File: src/rtl/present_pkg.sv
// Shared PRESENT-80 definitions: widths, key/round-key types and the 4-bit S-box pair.
package present_pkg;

    localparam int unsigned KEY_W    = 80;
    localparam int unsigned RK_W     = 64;
    localparam int unsigned NUM_RK   = 32;
    localparam int unsigned LAST_CNT = 31;
    localparam int unsigned IDX_W    = 6;

    typedef logic [KEY_W-1:0] key_t;
    typedef logic [RK_W-1:0]  rk_t;

    function automatic logic [3:0] sbox4(input logic [3:0] x);
        logic [3:0] y;
        case (x)
            4'h0: y = 4'hC;
            4'h1: y = 4'h5;
            4'h2: y = 4'h6;
            4'h3: y = 4'hB;
            4'h4: y = 4'h9;
            4'h5: y = 4'h0;
            4'h6: y = 4'hA;
            4'h7: y = 4'hD;
            4'h8: y = 4'h3;
            4'h9: y = 4'hE;
            4'hA: y = 4'hF;
            4'hB: y = 4'h8;
            4'hC: y = 4'h4;
            4'hD: y = 4'h7;
            4'hE: y = 4'h1;
            default: y = 4'h2;
        endcase
        return y;
    endfunction

    function automatic logic [3:0] sbox4_inv(input logic [3:0] x);
        logic [3:0] y;
        case (x)
            4'h0: y = 4'h5;
            4'h1: y = 4'hE;
            4'h2: y = 4'hF;
            4'h3: y = 4'h8;
            4'h4: y = 4'hC;
            4'h5: y = 4'h1;
            4'h6: y = 4'h2;
            4'h7: y = 4'hD;
            4'h8: y = 4'hB;
            4'h9: y = 4'h4;
            4'hA: y = 4'h6;
            4'hB: y = 4'h3;
            4'hC: y = 4'h0;
            4'hD: y = 4'h7;
            4'hE: y = 4'h9;
            default: y = 4'hA;
        endcase
        return y;
    endfunction

endpackage

File: src/rtl/present_inv_key_sched_if.sv
// Key-in and round-key-out handshakes of the inverse key schedule.
interface present_inv_key_sched_if;
    import present_pkg::*;

    key_t             key_in;
    logic             key_valid;
    logic             key_ready;
    rk_t              rk_out;
    logic [IDX_W-1:0] rk_idx;
    logic             rk_valid;
    logic             rk_ready;
    logic             rk_last;
    logic             busy;

    modport master (
        output key_in, key_valid, rk_ready,
        input  key_ready, rk_out, rk_idx, rk_valid, rk_last, busy
    );

    modport slave (
        input  key_in, key_valid, rk_ready,
        output key_ready, rk_out, rk_idx, rk_valid, rk_last, busy
    );

endinterface

File: src/rtl/present_key_step.sv
// One PRESENT-80 key-schedule step: forward F(K,c) when inv=0, its exact inverse G(K,c) when inv=1.
module present_key_step
    import present_pkg::*;
(
    input  key_t       key,
    input  logic [4:0] cnt,
    input  logic       inv,
    output key_t       key_next
);

    key_t fwd;
    key_t bwd;

    always_comb begin
        fwd          = {key[18:0], key[79:19]};
        fwd[79:76]   = sbox4(fwd[79:76]);
        fwd[19:15]   = fwd[19:15] ^ cnt;

        bwd          = key;
        bwd[19:15]   = bwd[19:15] ^ cnt;
        bwd[79:76]   = sbox4_inv(bwd[79:76]);
        bwd          = {bwd[60:0], bwd[79:61]};

        key_next     = inv ? bwd : fwd;
    end

endmodule

File: src/rtl/present_inv_key_sched.sv
// PRESENT-80 decryption key schedule: expands the key forward to K32, then streams round keys 32..1.
module present_inv_key_sched
    import present_pkg::*;
(
    input logic                    clock,
    input logic                    reset_n,
    present_inv_key_sched_if.slave bus
);

    typedef enum logic [1:0] {StIdle, StExpand, StEmit} state_e;

    state_e           state_q;
    key_t             k_q;
    logic [4:0]       cnt_q;
    logic [IDX_W-1:0] rk_idx_q;
    rk_t              rk_out_q;
    logic             rk_valid_q;
    logic             rk_last_q;
    logic             busy_q;
    logic             key_ready_q;

    logic             step_inv;
    logic [4:0]       step_cnt;
    key_t             k_step;

    // In EMIT the inverse step undoes forward step r-1; r==32 wraps to 31 in 5 bits.
    assign step_inv = (state_q == StEmit);
    assign step_cnt = step_inv ? (rk_idx_q[4:0] - 5'd1) : cnt_q;

    present_key_step u_step (
        .key      (k_q),
        .cnt      (step_cnt),
        .inv      (step_inv),
        .key_next (k_step)
    );

    always_ff @(posedge clock or negedge reset_n) begin
        if (!reset_n) begin
            state_q     <= StIdle;
            k_q         <= '0;
            cnt_q       <= '0;
            rk_idx_q    <= '0;
            rk_out_q    <= '0;
            rk_valid_q  <= 1'b0;
            rk_last_q   <= 1'b0;
            busy_q      <= 1'b0;
            key_ready_q <= 1'b1;
        end else begin
            unique case (state_q)
                StIdle: begin
                    if (bus.key_valid) begin
                        k_q         <= bus.key_in;
                        cnt_q       <= 5'd1;
                        busy_q      <= 1'b1;
                        key_ready_q <= 1'b0;
                        state_q     <= StExpand;
                    end
                end
                StExpand: begin
                    k_q <= k_step;
                    if (cnt_q == 5'(LAST_CNT)) begin
                        cnt_q    <= '0;
                        rk_idx_q <= IDX_W'(NUM_RK);
                        state_q  <= StEmit;
                    end else begin
                        cnt_q <= cnt_q + 5'd1;
                    end
                end
                StEmit: begin
                    if (!rk_valid_q) begin
                        // Transition cycle: present K32 as the first round key.
                        rk_valid_q <= 1'b1;
                        rk_out_q   <= k_q[KEY_W-1:KEY_W-RK_W];
                    end else if (bus.rk_ready) begin
                        if (rk_idx_q == IDX_W'(1)) begin
                            rk_valid_q  <= 1'b0;
                            rk_last_q   <= 1'b0;
                            busy_q      <= 1'b0;
                            key_ready_q <= 1'b1;
                            state_q     <= StIdle;
                        end else begin
                            k_q       <= k_step;
                            rk_out_q  <= k_step[KEY_W-1:KEY_W-RK_W];
                            rk_idx_q  <= rk_idx_q - IDX_W'(1);
                            rk_last_q <= (rk_idx_q == IDX_W'(2));
                        end
                    end
                end
                default: state_q <= StIdle;
            endcase
        end
    end

    assign bus.key_ready = key_ready_q;
    assign bus.rk_out    = rk_out_q;
    assign bus.rk_idx    = rk_idx_q;
    assign bus.rk_valid  = rk_valid_q;
    assign bus.rk_last   = rk_last_q;
    assign bus.busy      = busy_q;

endmodule

File: src/flat_wrapper.sv
// flat-port wrapper written by rule: the top's interface ports become plain ports
module present_inv_key_sched_flat import present_pkg::*;
  (clock, reset_n, bus_key_in, bus_key_valid, bus_rk_ready, bus_key_ready, bus_rk_out, bus_rk_idx, bus_rk_valid, bus_rk_last, bus_busy);
  present_inv_key_sched_if bus_i ();
  input logic clock;
  input logic reset_n;
  input wire logic [$bits(bus_i.key_in)-1:0] bus_key_in;
  input wire logic [$bits(bus_i.key_valid)-1:0] bus_key_valid;
  input wire logic [$bits(bus_i.rk_ready)-1:0] bus_rk_ready;
  output wire logic [$bits(bus_i.key_ready)-1:0] bus_key_ready;
  output wire logic [$bits(bus_i.rk_out)-1:0] bus_rk_out;
  output wire logic [$bits(bus_i.rk_idx)-1:0] bus_rk_idx;
  output wire logic [$bits(bus_i.rk_valid)-1:0] bus_rk_valid;
  output wire logic [$bits(bus_i.rk_last)-1:0] bus_rk_last;
  output wire logic [$bits(bus_i.busy)-1:0] bus_busy;
  assign bus_i.key_in = bus_key_in;
  assign bus_i.key_valid = bus_key_valid;
  assign bus_i.rk_ready = bus_rk_ready;
  assign bus_key_ready = bus_i.key_ready;
  assign bus_rk_out = bus_i.rk_out;
  assign bus_rk_idx = bus_i.rk_idx;
  assign bus_rk_valid = bus_i.rk_valid;
  assign bus_rk_last = bus_i.rk_last;
  assign bus_busy = bus_i.busy;
  present_inv_key_sched u_core (.clock(clock), .reset_n(reset_n), .bus(bus_i));
endmodule
File: config.mk
export PLATFORM = sky130hd
export DESIGN_NAME = present_inv_key_sched_flat
export DESIGN_NICKNAME = d
export VERILOG_FILES = /design/src/rtl/present_pkg.sv /design/src/rtl/present_inv_key_sched_if.sv /design/src/rtl/present_key_step.sv /design/src/rtl/present_inv_key_sched.sv /design/src/flat_wrapper.sv
export SDC_FILE = /design/constraint.sdc
export NUM_CORES = 1
export LEC_CHECK = 0
export ABC_CLOCK_PERIOD_IN_PS = 3300
export CAP_MARGIN = 30
export CORE_ASPECT_RATIO = 1.5
export CORE_MARGIN = 2
export CORE_UTILIZATION = 54
export CTS_CLUSTER_SIZE = 40
export DETAILED_ROUTE_END_ITERATION = 16
export PLACE_DENSITY_LB_ADDON = 0.1
export SLEW_MARGIN = 20
export SYNTH_ARGS = -nofsm -noshare
export SYNTH_HDL_FRONTEND = slang
export SYNTH_SLANG_ARGS = --single-unit
File: constraint.sdc
create_clock -name clock -period 3.3 [get_ports clock]
set_clock_uncertainty 0.2 [all_clocks]
set_input_delay 0.33 -clock clock [delete_from_list [all_inputs] [get_ports clock]]
set_output_delay 0.33 -clock clock [all_outputs]
set_load 0.01 [all_outputs]
==> results of run 1 <==
layout make-up:
cell class | instances | area (um^2) | area share, %
Clock buffer | 17 | 425 | 3.64
Timing Repair Buffer | 172 | 1730 | 14.8
Inverter | 17 | 63.8 | 0.547
Clock inverter | 15 | 126 | 1.08
Tap cell | 213 | 267 | 2.28
Sequential cell | 161 | 4030 | 34.6
Multi-Input combinational cell | 632 | 5030 | 43.1
Yosys cell counts (all sizes together) (9+ instances only):
cell type,number,area [um^2]
inv,17,63.8
a21oi,120,604
mux2i,74,741
buf,27,163
mux2,166,2020
o21ai,18,101
ha,19,238
xnor2,11,96.3
nand3,9,45.0
clkbuf,38,143
nor2,117,439
nand2,18,67.6
nand2b,13,81.3
dfrtp,160,4000
critical path, stage by stage, from the launching register on:
cell                      delay (ns)
sky130_fd_sc_hd__dfrtp_1        0.46
sky130_fd_sc_hd__ha_1           0.24
sky130_fd_sc_hd__or4b_1         0.38
sky130_fd_sc_hd__o21ai_4        0.11
sky130_fd_sc_hd__a21oi_4        0.75
sky130_fd_sc_hd__buf_12         0.31
sky130_fd_sc_hd__mux2_2         0.37
state kept, by name, indices dropped and copies added, names as in the netlist:
| signal | count |
|---|---|
| u_core.bus.rk_out | 64 |
| u_core.k_q | 80 |
| u_core.bus.rk_idx | 6 |
| u_core.bus.rk_last | 1 |
| u_core.cnt_q | 5 |
| u_core.bus.busy | 1 |
| u_core.bus.key_ready | 1 |
| u_core.state_q | 2 |
| u_core.bus.rk_valid | 1 |
kinds of logic (layout without fill, tap and decap cells):
logic type | after synthesis | after routing | share of synthesized area, %
AOI/OAI and AO/OA | 176 | 176 | 10.8
buffers and inverters | 82 | 221 | 3.93
DFF | 161 | 161 | 42.9
adders and majority gates | 19 | 19 | 2.53
and+or+nand+nor | 182 | 182 | 8.57
muxes | 242 | 242 | 29.9
xor gates and xnor gates | 13 | 13 | 1.37
report_power, final:
part	total [mW]	leakage [nW]	switching [mW]	internal, mW
sequential	3.92	1.91	1.03	2.90
clock	1.86	0.257	0.875	0.984
combinational	5.34	2.62	2.29	3.05
through the flow:
stage / utilization (%) / instance area (um^2) / power [mW]
final: 67.9 / 11700 / 11.1
after floorplan: - / 9390 / 7.40
after detailed placement: 64.6 / 11100 / 9.27
after global placement: 64.6 / 11100 / 9.15
after global routing: 67.9 / 11700 / 11.8
after CTS: 67.9 / 11700 / 11.2
worst min path at each step:
stage                         startpoint                   end  slack, ns  cells after the start
after detailed placement         reset_n  u_core.bus.rk_out[1]       0.22                      1
after global routing      bus_key_in[76]        u_core.k_q[76]       0.31                      3
after global placement           reset_n        u_core.k_q[17]       0.22                      1
final                            reset_n  u_core.bus.rk_out[1]       0.30                      2
after CTS                 bus_key_in[76]        u_core.k_q[76]       0.30                      3
after floorplan                  reset_n       u_core.bus.busy      -0.17                      0
per-layer routing:
metal  routed length, um  up-vias  GRT usage, %
met5                   0        -             0
met2               12500      169          45.5
met3                 796       39          4.78
met1                9700     3474          31.5
li1                    -     3374             -
met4                 799        0          10.7
==> summary.md, run 1 <==
| Metric | Value |
|---|---|
| Start of the worst register-to-register path | `u_core.bus.rk_idx[0]` |
| Commonest non-fill, non-tap cells in the layout | `159 x sky130_fd_sc_hd__dfrtp_1, 156 x sky130_fd_sc_hd__clkdlybuf4s50_1, 125 x sky130_fd_sc_hd__mux2_2, 119 x sky130_fd_sc_hd__a21oi_1, 116 x sky130_fd_sc_hd__nor2_1` |
| Async set-or-reset flop fraction in the synthesized netlist | `100%` |
| Starting utilization of the core area | `54.6%` |
| Crit path DAT | `3.08 ns` |
| Via/cell ratio | `5.75` |
| Mean instance size in the synthesized netlist | `10.7 um^2` |
| Post-Route Hold Slack | `0.300 ns` |
| Endpoints failing setup | `0` |
| Fillers | `1361` |
| Sink Count | `161` |
| Fraction of final layout cells with drive strength greater than 1 | `22.3%` |
| Hold violation count in the final report | `0` |
| Floorplan row count | `59` |
| Minimum period implied by the final worst setup slack | `2.98 ns` |
| Share of synthesized area occupied by flip-flops and latches | `42.9%` |
| Antenna violations before repair | `0` |
| Core area | `0.0172 mm^2` |
| Number of antenna diodes | `0` |
| Post-synthesis instance area | `0.00939 mm^2` |
| Kind of critical path | `reg -> reg` |
| # port buffers | `157` |
| Ports | `158` |
| Worst setup path start | `u_core.bus.rk_idx[0]` |
| Peak VDD IR | `0.000689 V` |
| Instance count of the mapped netlist | `875` |
| Area growth syn-to-layout | `24.3%` |
| Root buf cell | `sky130_fd_sc_hd__clkbuf_16` |
| Setup repair after global routing missed its margin | `false` |
| Maximum number of pins on one net before global-route repair | `77` |
| Count of hold buffers inserted by post-cts repair | `1` |
| Die area | `0.0185 mm^2` |
| Detailed-route wire length | `23800 um` |
| Syn_nets | `978` |
| Unique cell type count in the Yosys netlist | `57` |
| Number of standard cells in the final layout excluding fillers | `1227` |
| Reg-to-Reg End | `u_core.bus.rk_out[62]` |
| Upper clock frequency limit | `336 MHz` |
| Number of DRC violations after detailed-routing iteration 0 | `334` |
| # resized after CTS | `0` |
| Smallest setup slack after layout | `0.325 ns` |
| Number of global-route vias before repair | `6993` |
| Status | `finished, final reports clean` |
| Rel. slew slack | `38.8%` |
| Class of the tightest hold or removal check | `in -> async` |
| Max-cap viol count | `0` |
| Data required, critical path | `3.41 ns` |
| Worst setup path endpoint | `u_core.bus.rk_out[62]` |
| Power density over the cells | `953 mW/mm^2` |
| Post-CTS repair timing setup buffer count | `0` |
| Worst-Margin Slew | `0.916 ns` |
| DRC viols | `0` |
| Vertical die dimension | `166 um` |
| Static Leakage | `4.79 nW` |
| Die outline width | `112 um` |
| Setup slack of the most critical reg-to-reg path | `0.32 ns` |
| DRT Pass-1 Iters | `5` |
| Total number of yosys warnings | `0` |
| Worst skew pair latency | `0.43 ns` |
| Final Max Slew Viols | `0` |
| Setup TNS | `0 ns` |
| Critical Path Fanout Max | `39` |
| Placed wire-length estimate | `16600 um` |
| Number of buffers created by CTS | `17` |
| Most common cell after layout, fill and taps aside | `sky130_fd_sc_hd__dfrtp_1` |
| Flip-flop and latch count after synthesis | `161` |
| Kind of launch point of the worst setup path | `flip-flop` |
| Clock tree buffer depth | `2` |
| Layout Nets | `1104` |
| CTS tree | `yes` |
| Grt total ovfl | `0` |
| Via total after detailed routing | `7056` |
| Tcrit/Tclk final | `90.2%` |
| Top_reg_cell synth | `sky130_fd_sc_hd__dfrtp_1` |
| Wire per inst | `19.4 um` |
| Number of synthesized flops with an enable pin | `0` |
| Setup Slack @ Placement | `0.309 ns` |
| Placed Instances | `1194` |
| Critical path endpoint category | `flip-flop` |
| FF-to-FF path depth | `6` |
| Maximum level of the CTS H-tree | `4` |
| Clock transition at the register clock pins on the worst setup and hold paths after CTS | `0.07 ns` |
| Final Wtd Congestion | `0.820` |
| Number of routed nets with antenna violations | `0` |
| Global router's overall resource usage | `25.9%` |
| First-pass GRT wire length | `37300 um` |
No activity file was read; power rests on OpenSTA's default activity.
==> run 2: changes to the inputs <==
--- a/config.mk
+++ b/config.mk
@@ -13,6 +13,7 @@
 export CTS_CLUSTER_SIZE = 40
 export DETAILED_ROUTE_END_ITERATION = 16
 export PLACE_DENSITY_LB_ADDON = 0.1
+export RECOVER_POWER = 50
 export SLEW_MARGIN = 20
 export SYNTH_ARGS = -nofsm -noshare
 export SYNTH_HDL_FRONTEND = slang
==> run 2 against run 1 <==
  * Highest routed layer unchanged
  * The flow now finishes with violations (max-capacitance violations, max-slew violations)
  * Combinational power fell by 1%
  * Worst hold slack lost 0.0031 ns
  * Largest cell class unchanged
  * First-iteration DRC count increased by 3.0%
  * Cell count unchanged
  * Fmax barely moved
  * Cell area hardly changed
  * Worst setup slack worse by 0.00098 ns
  * Via count about the same
==> summary.md, run 2 (same netlist as run 1, synthesis figures left out) <==
| Metric | Value |
|---|---|
| Status | `complete, but fails checks (was finished, final reports clean)` |
| Failing checks | `max-capacitance violations, max-slew violations` |
| Fillers | `1364 (was 1361)` |
| Sequential share of power | `35.4% (was 35.3%)` |
| Start of the worst register-to-register path | `u_core.bus.rk_idx[0] (unchanged)` |
| Largest delay share family, worst path | `compound AO/OA/AOI/OAI gates (unchanged)` |
| Cell Chain, Critical Path | `ha_1 -> or4b_1 -> o21ai_4 -> a21oi_4 -> buf_12 -> mux2_2 (unchanged)` |
| Commonest non-fill, non-tap cells in the layout | `159 x sky130_fd_sc_hd__dfrtp_1, 125 x sky130_fd_sc_hd__mux2_2, 122 x sky130_fd_sc_hd__clkdlybuf4s50_1, 119 x sky130_fd_sc_hd__a21oi_1, 116 x sky130_fd_sc_hd__nor2_1 (was 159 x sky130_fd_sc_hd__dfrtp_1, 156 x sky130_fd_sc_hd__clkdlybuf4s50_1, 125 x sky130_fd_sc_hd__mux2_2, 119 x sky130_fd_sc_hd__a21oi_1, 116 x sky130_fd_sc_hd__nor2_1)` |
| Static Leakage | `4.84 nW (was 4.79 nW)` |
| Root buf cell | `sky130_fd_sc_hd__clkbuf_16 (unchanged)` |
| Buffers and inverters on the worst path | `1 (unchanged)` |
| Number of routed nets with antenna violations | `0 (unchanged)` |
| Grt total ovfl | `0 (unchanged)` |
| Number of global-route vias before repair | `6993 (unchanged)` |
| DRT Pass-1 Iters | `5 (unchanged)` |
| Crit path DAT | `3.09 ns (was 3.08 ns)` |
| Fraction of power consumed by combinational cells | `47.7% (was 48.0%)` |
| Via/cell ratio | `5.75 (about the same)` |
| Largest stage delay on the critical path | `0.75 ns (about the same)` |
| Kind of launch point of the worst setup path | `flip-flop (unchanged)` |
| Setup repair after global routing missed its margin | `false (unchanged)` |
| Floorplan row count | `59 (unchanged)` |
| Area growth syn-to-layout | `24.2% (was 24.3%)` |
| Final Wtd Congestion | `0.820 (unchanged)` |
| Cell Area, Placed | `0.0111 mm^2 (unchanged)` |
| Minimum period implied by the final worst setup slack | `2.98 ns (about the same)` |
| Maximum number of pins on one net before global-route repair | `77 (unchanged)` |
| Data required, critical path | `3.41 ns (about the same)` |
| Fin area | `0.0117 mm^2 (about the same)` |
| Worst skew pair latency | `0.43 ns (about the same)` |
| Critical path endpoint category | `flip-flop (unchanged)` |
| Worst-Margin Slew | `1.98 ns (was 0.916 ns)` |
| Wire per inst | `19.4 um (about the same)` |
| Number of DRC violations after detailed-routing iteration 0 | `344 (was 334)` |
| Endpoints failing setup | `0 (unchanged)` |
| Max-cap viol count | `1 (was 0)` |
| Core area | `0.0172 mm^2 (unchanged)` |
| Critical Path Fanout Max | `39 (unchanged)` |
| Number of flip-flops under the largest register name | `80 (unchanged)` |
| Worst-path cell with the longest stage delay | `sky130_fd_sc_hd__a21oi_4 (unchanged)` |
| Vertical die dimension | `166 um (unchanged)` |
| Net switching share of the total power | `37.9% (was 37.7%)` |
| Clock tree buffer depth | `2 (unchanged)` |
| Portion of total power attributed to the clock network | `16.9% (was 16.7%)` |
| Antenna violations before repair | `0 (unchanged)` |
| Sw Pwr | `4.18 mW (was 4.19 mW)` |
| Peak VDD IR | `0.000686 V (was 0.000689 V)` |
| Setup TNS | `0 ns (unchanged)` |
| Total internal power | `6.86 mW (was 6.93 mW)` |
| Detailed-route wire length | `23800 um (about the same)` |
| Placed wire-length estimate | `16600 um (unchanged)` |
| Class of the tightest hold or removal check | `reg -> reg (was in -> async)` |
| Tcrit/Tclk final | `90.2% (about the same)` |
| Post-CTS repair timing setup buffer count | `0 (unchanged)` |
| Die outline width | `112 um (unchanged)` |
| Upper clock frequency limit | `336 MHz (about the same)` |
| # port buffers | `157 (unchanged)` |
| First-pass GRT wire length | `37300 um (unchanged)` |
| Number of buffers created by CTS | `17 (unchanged)` |
| Seq. cell area | `0.00403 mm^2 (unchanged)` |
| Rel. slew slack | `-32.0% (was 38.8%)` |
| Starting utilization of the core area | `54.6% (unchanged)` |
| Sink Count | `161 (unchanged)` |
| Die area | `0.0185 mm^2 (unchanged)` |
| Ports | `158 (unchanged)` |
| Final Max Slew Viols | `74 (was 0)` |
| Via total after detailed routing | `7055 (was 7056)` |
| Register name with the most flops | `u_core.k_q (unchanged)` |
| Global router's overall resource usage | `25.9% (unchanged)` |
| DRC viols | `0 (unchanged)` |
| Hold violation count in the final report | `0 (unchanged)` |
| Fraction of final layout cells with drive strength greater than 1 | `22.3% (unchanged)` |
| CTS tree | `yes (unchanged)` |
| Area of combinational cells with multiple inputs | `0.00503 mm^2 (unchanged)` |
| Power density over the cells | `947 mW/mm^2 (was 953 mW/mm^2)` |
| Clock transition at the register clock pins on the worst setup and hold paths after CTS | `0.07 ns (about the same)` |
| Kind of critical path | `reg -> reg (unchanged)` |
| Maximum level of the CTS H-tree | `4 (unchanged)` |
| Layout Nets | `1104 (unchanged)` |
| Hold Path Origin | `u_core.bus.rk_out[60]` |
| Worst setup path start | `u_core.bus.rk_idx[0] (unchanged)` |
| Most common cell after layout, fill and taps aside | `sky130_fd_sc_hd__dfrtp_1 (unchanged)` |
| Number of antenna diodes | `0 (unchanged)` |
## run 2: changes by cell type in the layout (fill, tap and decap cells not counted), sizes merged
cell | previous run | this run
clkbuf | 17 | 20
dlygate4sd3 | 1 | 35
buf | 15 | 12
clkdlybuf4s50 | 156 | 122
## run 2: per-stage QoR
stage	total power, mW	util (%)	worst slack [ns]	hold WS (ns)	instances
after floorplan	7.40	-	0.890	-0.166	875
after global placement	9.15	64.6	0.377	0.217	1194
after detailed placement	9.27	64.6	0.309	0.223	1194
after CTS	11.2	67.9	0.281	0.298	1227
after global routing	11.7	67.8	0.140	0.309	1227
final	11.0	67.8	0.324	0.297	1227
## run 2: worst register-to-register path: cells and delay by family (launching register included)
family,cells,cell delay (ns)
flops,1,0.46
buf+inv,1,0.31
fa+ha+maj,1,0.24
mux,1,0.40
compound gates,2,0.86
simple gates,1,0.38
## run 2: final timing paths
path                            slack [ns]  depth (start not counted)                     to
worst min register to register        0.30                          1  u_core.bus.rk_out[60]
min in group asynchronous             0.77                          2   u_core.bus.rk_out[1]
worst min-delay path                  0.30                          1  u_core.bus.rk_out[60]
worst max-delay path                  0.32                          6  u_core.bus.rk_out[62]
max in group asynchronous             0.61                          3    u_core.bus.rk_valid
worst max register to register        0.32                          6  u_core.bus.rk_out[62]
## run 2: cell type report
| class | count | area share, % |
|---|---|---|
| clock buffers | 17 | 3.65 |
| repair buffers | 172 | 14.7 |
| clock inverters | 15 | 1.08 |
| inverters | 17 | 0.547 |
| flip-flops and latches | 161 | 34.6 |
| well taps | 213 | 2.29 |
| multi-input cells | 632 | 43.1 |
## run 2: power by group through the flow
stage               clock network [mW]  logic (mW)  registers [mW]
floorplan                            0        3.72            3.68
global placement                     0        5.23            3.92
detailed placement                   0        5.33            3.94
CTS                               1.90        5.35            3.92
global route                      1.98        5.72            4.03
finish                            1.86        5.27            3.91
## run 2: repair_timing
action                     in CTS  in global routing
hold buffers                    1                  0
hold endpoints to repair       70                  0
setup endpoints to repair       0                  0
resized for setup               0                  0
## run 2: metal layers
metal | vias up | GRT usage (%) | part of all wire [%]
li1 | 3371 | - | -
met1 | 3466 | 31.5 | 41
met2 | 177 | 45.5 | 52
met3 | 41 | 4.78 | 3.7
met4 | 0 | 10.7 | 3.5
met5 | - | 0 | 0
